`src/rtl/draw_scheduler_pkg.sv`:
```
// Shared encodings for the frame draw scheduler: state codes, datapath select values
// and the background colour used while erasing.
package draw_scheduler_pkg;

  typedef enum logic [3:0] {
    S_IDLE     = 4'd0,
    S_ES_START = 4'd1,
    S_ES_WAIT  = 4'd2,
    S_EE_START = 4'd3,
    S_EE_WAIT  = 4'd4,
    S_UPDATE   = 4'd5,
    S_DS_START = 4'd6,
    S_DS_WAIT  = 4'd7,
    S_DE_START = 4'd8,
    S_DE_WAIT  = 4'd9
  } state_t;

  localparam logic       SEL_SELF  = 1'b0;
  localparam logic       SEL_ENEMY = 1'b1;
  localparam logic [2:0] BG_COLOR  = 3'b000;

  function automatic logic is_start(state_t s);
    return (s == S_ES_START) || (s == S_EE_START) || (s == S_DS_START) || (s == S_DE_START);
  endfunction

  function automatic logic is_wait(state_t s);
    return (s == S_ES_WAIT) || (s == S_EE_WAIT) || (s == S_DS_WAIT) || (s == S_DE_WAIT);
  endfunction

  function automatic logic is_enemy(state_t s);
    return (s == S_EE_START) || (s == S_EE_WAIT) || (s == S_DE_START) || (s == S_DE_WAIT);
  endfunction

  function automatic logic is_erase(state_t s);
    return (s == S_ES_START) || (s == S_ES_WAIT) || (s == S_EE_START) || (s == S_EE_WAIT);
  endfunction

endpackage

```
`src/rtl/draw_scheduler_wait_timer.sv`:
```
// Done-watchdog shared by every WAIT state: cleared while in a START state,
// counts while waiting, flags expiry on the last allowed cycle.
module wait_timer #(
  parameter int TIMEOUT_CYCLES = 20000
) (
  input  logic clk,
  input  logic resetn,
  input  logic clear,
  input  logic en,
  output logic expired
);

  localparam logic [15:0] LAST = 16'(TIMEOUT_CYCLES - 1);

  logic [15:0] cnt;

  assign expired = en && (cnt == LAST);

  always_ff @(posedge clk or negedge resetn) begin
    if (!resetn)                 cnt <= '0;
    else if (clear)              cnt <= '0;
    else if (en && cnt != LAST)  cnt <= cnt + 16'd1;
  end

endmodule

```
`src/rtl/draw_scheduler.sv`:
```
// Per-frame sequencer: erase self, erase enemy, position update, draw self, draw enemy,
// sharing one VGA write port between the two sprite datapaths.
module draw_scheduler import draw_scheduler_pkg::*; #(
  parameter int FRAMES_PER_MOVE = 4,
  parameter int TIMEOUT_CYCLES  = 20000
) (
  input  logic clk,
  input  logic resetn,
  input  logic frame_tick,
  input  logic enemy_active,
  input  logic self_done,
  input  logic enemy_done,
  output logic self_start,
  output logic enemy_start,
  output logic datapath_select,
  output logic erase,
  output logic plot,
  output logic update_en,
  output logic busy,
  output logic overrun,
  output logic timeout_err
);

  localparam logic [7:0] FRAME_LAST = 8'(FRAMES_PER_MOVE - 1);

  state_t     state, nxt;
  logic       en_l, pending;
  logic [7:0] frame_cnt;
  logic       tmr_clear, tmr_en, expired, done_ok, adv;

  wait_timer #(.TIMEOUT_CYCLES(TIMEOUT_CYCLES)) u_timer (
    .clk     (clk),
    .resetn  (resetn),
    .clear   (tmr_clear),
    .en      (tmr_en),
    .expired (expired)
  );

  // Only the done belonging to the datapath being waited on counts.
  always_comb begin
    tmr_clear = is_start(state);
    tmr_en    = is_wait(state);
    done_ok   = is_wait(state) && (is_enemy(state) ? enemy_done : self_done);
    adv       = done_ok || expired;
    nxt       = state;
    case (state)
      S_IDLE:     if (frame_tick || pending) nxt = S_ES_START;
      S_ES_START: nxt = S_ES_WAIT;
      S_ES_WAIT:  if (adv) nxt = en_l ? S_EE_START : S_UPDATE;
      S_EE_START: nxt = S_EE_WAIT;
      S_EE_WAIT:  if (adv) nxt = S_UPDATE;
      S_UPDATE:   nxt = S_DS_START;
      S_DS_START: nxt = S_DS_WAIT;
      S_DS_WAIT:  if (adv) nxt = en_l ? S_DE_START : S_IDLE;
      S_DE_START: nxt = S_DE_WAIT;
      S_DE_WAIT:  if (adv) nxt = S_IDLE;
      default:    nxt = S_IDLE;
    endcase
  end

  // Outputs are decoded from the next state so they line up with the registered state.
  always_ff @(posedge clk or negedge resetn) begin
    if (!resetn) begin
      state           <= S_IDLE;
      en_l            <= 1'b0;
      pending         <= 1'b0;
      frame_cnt       <= '0;
      self_start      <= 1'b0;
      enemy_start     <= 1'b0;
      datapath_select <= SEL_SELF;
      erase           <= 1'b0;
      plot            <= 1'b0;
      update_en       <= 1'b0;
      busy            <= 1'b0;
      overrun         <= 1'b0;
      timeout_err     <= 1'b0;
    end else begin
      state           <= nxt;
      self_start      <= (nxt == S_ES_START) || (nxt == S_DS_START);
      enemy_start     <= (nxt == S_EE_START) || (nxt == S_DE_START);
      datapath_select <= is_enemy(nxt) ? SEL_ENEMY : SEL_SELF;
      erase           <= is_erase(nxt);
      plot            <= is_wait(nxt);
      update_en       <= (nxt == S_UPDATE) && (frame_cnt == FRAME_LAST);
      busy            <= (nxt != S_IDLE);

      if (state == S_IDLE) begin
        if (frame_tick || pending) begin
          en_l    <= enemy_active;
          pending <= 1'b0;
        end
      end else if (frame_tick) begin
        pending <= 1'b1;
        overrun <= 1'b1;
      end

      if (expired && !done_ok) timeout_err <= 1'b1;

      if (state == S_UPDATE)
        frame_cnt <= (frame_cnt == FRAME_LAST) ? 8'd0 : frame_cnt + 8'd1;
    end
  end

endmodule

```
`config.mk`:
```
export PLATFORM = sky130hd
export DESIGN_NAME = draw_scheduler
export DESIGN_NICKNAME = d
export VERILOG_FILES = /design/src/rtl/draw_scheduler_pkg.sv /design/src/rtl/draw_scheduler_wait_timer.sv /design/src/rtl/draw_scheduler.sv
export SDC_FILE = /design/constraint.sdc
export NUM_CORES = 1
export LEC_CHECK = 0
export ABC_AREA = 1
export CAP_MARGIN = 30
export CORE_ASPECT_RATIO = 2
export CORE_MARGIN = 2
export CORE_UTILIZATION = 45
export DETAILED_ROUTE_END_ITERATION = 10
export SETUP_SLACK_MARGIN = 0.15
export SLEW_MARGIN = 5
export SYNTH_ARGS = -nofsm -noshare
export SYNTH_HDL_FRONTEND = slang
export SYNTH_SLANG_ARGS = --single-unit
export TNS_END_PERCENT = 20
```
`constraint.sdc`:
```
create_clock -name clk -period 2.3 [get_ports clk]
set_input_delay 0.345 -clock clk [delete_from_list [all_inputs] [get_ports clk]]
set_output_delay 0.345 -clock clk [all_outputs]
set_load 0.01 [all_outputs]
```
==> metrics <==
Antenna Nets Post-Route 0; largest registers u_timer.cnt (16), frame_cnt (8), state (4); Wirelength per Cell approximately 16 um; register area share after synthesis 0.436; GRT Residual Overflow 0; Via Count between 2000 and 2500; RSZ-0062 raised after global routing true; number of global-route vias before repair about 2000; total negative slack 0 ns; clock sinks 39; Power per Cell Area 1220 nW/um^2; worst-skew pair later-pin latency just under 0.3 ns; number of flip-flops in the largest register 16; post-layout instance area 2650 um^2; # setup viols final 0; synthesized cell area 2240 um^2; signal arrival time at the worst endpoint around 2.2 ns; Req. time, crit path 2.49 ns; CTS Buf Count 5; Post-synth EDFFs 0; die width 53.9 um; post-synth cell types 34; Min Clock Period, post-route a little over 2 ns; worst hold-check path type in -> async; ys flop type dfrtp_1; CTS Root Cell clkbuf_8; CTS HTree Levels 2; Period Utilization, post-route 0.893; Die Y a little over 100 um; largest net degree at the start of global routing 40; Synth Register Bits 39; Setup Skew 0.00636 ns; core area between 4000 and 5000 um^2; DR DRC count 0; Synth Area per Inst around 8 um^2; crit-path most repeated cell nand2_2; Buf/Inv on CP 1; initial antenna violation count 0; row cnt 36; total die area between 5000 and 6000 um^2; status complete, no violations; slowest CP cell dfrtp_1; PnR Total Power between 3 and 4 mW; total wire length roughly 5800 um; Area growth, synth to finish 18.6%; critical path fanouts, max 6; antenna cells 0; critical path cell sequence ha_1, inv_1, nor2_4, nand3_1, nor2_2, nand2_2, nand2_2, nand2_2, nand3_1, nand2_2, a21oi_2, nand2_1; total global-route track usage 0.233; max frequency just under 0.5 GHz; Lkg Pwr ~1.3 nW; global-route wire length before repair 9450 um; Mapped Cells 280; max_slew headroom 0.570; Pre-antenna DRT Iters 4; nets between 300 and 400; critical path launch point type register; Worst-Margin Slew between 0.6 and 0.7 ns; Final Hold Vio Count 0; RD Place Congestion between 0.8 and 0.9; HPWL after DPL 4470 um; critical path's top delay family simple AND/OR/NAND/NOR gates; Crit. End Element register; asr flop ratio synth 1.00; post-placement cell area approximately 2500 um^2; Max-cap violations 0; clock tree buffer depth 2; drt first-iter violations 48; Reg clk slew, reported paths about 0.080 ns; final slew viol count 0; largest reg by FF count u_timer.cnt; Synthesis Warnings 0; # IOs 15; Buffers on Ports 14; CTS tree done; vias per inst between 5 and 6; Placement Setup Slack 0.226 ns; Crit Path Category reg -> reg; VDD IR max 0.847 mV; Slowest Stage Delay on Critical Path 0.40 ns; Initial Util 0.464; syn nets 288; proportion of layout cells with a drive suffix above 1 0.180; worst setup slack after layout around 0.25 ns
==> timing repair <==
action,4_1_cts,5_1_grt
hold endpoints to repair,0,5
hold buffers,0,1
buffers inserted,0,1
setup endpoints to repair,0,11
gates resized for setup,0,1
==> Yosys cell counts, types with 2 or more instances <==
cell | count | area, um^2
xor2_1 | 6 | 52.6
o21ai_0 | 9 | 45.0
nand4_1 | 10 | 62.6
dfrtp_1 | 39 | 976
nor2_2 | 6 | 37.5
nor2_4 | 4 | 45.0
nor3_2 | 2 | 20.0
nor4_1 | 5 | 31.3
nand2_2 | 9 | 56.3
a21oi_1 | 8 | 40.0
nand2_4 | 3 | 33.8
and3_1 | 2 | 12.5
inv_2 | 6 | 22.5
nand2_1 | 50 | 188
o21a_1 | 2 | 15.0
inv_1 | 36 | 135
xnor2_1 | 2 | 17.5
ha_1 | 2 | 25.0
o31ai_1 | 2 | 15.0
nor2_1 | 29 | 109
nand3_1 | 22 | 110
nor3_1 | 12 | 60.1
nand3_2 | 3 | 30.0
==> cell families (layout without fill, tap and decap cells) <==
family | after synthesis | after routing | synth area share
compound gates | 29 | 29 | 0.0777
xor+xnor | 8 | 8 | 0.0313
fa+ha+maj | 2 | 2 | 0.0112
buf+inv | 43 | 74 | 0.0727
flops | 39 | 39 | 0.436
simple gates | 159 | 159 | 0.371
==> final cells by class <==
class                   count  area (um^2)
clock inverters             2         35.0
fillers                   452         2170
well taps                  57         71.3
repair buffers             24          225
clock buffers               6         82.6
multi-input cells         198         1100
flip-flops and latches     39          976
inverters                  42          158
==> report_power, final <==
part	leakage, nW	internal [mW]	switching [mW]
Clock	0.0612	0.351	0.249
Combinational	0.687	0.584	1.10
Sequential	0.510	0.835	0.117
==> cells in the final DEF, fill, tap and decap left out, types with 2 or more instances in the layout <==
cell | synthesis | final
nor3_1 | 12 | 12
nor3_2 | 2 | 2
nor2_1 | 29 | 29
nand2_4 | 3 | 3
nand2_2 | 9 | 9
ha_1 | 2 | 2
nand3_2 | 3 | 3
and3_1 | 2 | 2
inv_1 | 36 | 36
xnor2_1 | 2 | 2
o31ai_1 | 2 | 2
xor2_1 | 6 | 6
o21a_1 | 2 | 2
buf_4 | 0 | 8
clkbuf_8 | 0 | 6
a21oi_1 | 8 | 8
nand4_1 | 10 | 10
nand2_1 | 50 | 50
clkdlybuf4s50_1 | 0 | 13
nand3_1 | 22 | 22
nor2_4 | 4 | 4
o21ai_0 | 9 | 9
dfrtp_1 | 39 | 39
inv_2 | 6 | 6
nor2_2 | 6 | 6
nor4_1 | 5 | 4
==> worst paths after layout <==
| check | startpoint | to | slack (ns) | depth (start not counted) |
|---|---|---|---|---|
| worst min register to register | overrun$_DFFE_PN0P_ | overrun$_DFFE_PN0P_ | 0.49 | 1 |
| max in group asynchronous | resetn | u_timer.cnt[9]$_DFFE_PN0P_ | 1.47 | 3 |
| worst max register to register | u_timer.cnt[0]$_DFFE_PN0P_ | plot$_DFF_PN0_ | 0.25 | 12 |
| worst max-delay path | u_timer.cnt[0]$_DFFE_PN0P_ | plot$_DFF_PN0_ | 0.25 | 12 |
| min in group clk | overrun$_DFFE_PN0P_ | overrun$_DFFE_PN0P_ | 0.49 | 1 |
| worst min-delay path | resetn | u_timer.cnt[0]$_DFFE_PN0P_ | 0.42 | 2 |
==> per-layer routing <==
metal / vias up / part of all wire / GRT usage
li1: 973 / - / -
met4: 0 / 0.054 / 0.139
met2: 38 / 0.61 / 0.430
met5: - / 0 / 0
met3: 24 / 0.017 / 0.0288
met1: 970 / 0.32 / 0.220
==> metrics by stage <==
stage	hold slack, ns	util	instances
floorplan	0.0494	-	280
global placement	0.470	0.517	357
detailed placement	0.473	0.517	357
CTS	0.214	0.541	365
global route	0.440	0.550	368
finish	0.417	0.550	368
Note: power is estimated with default switching activity, not from simulation.
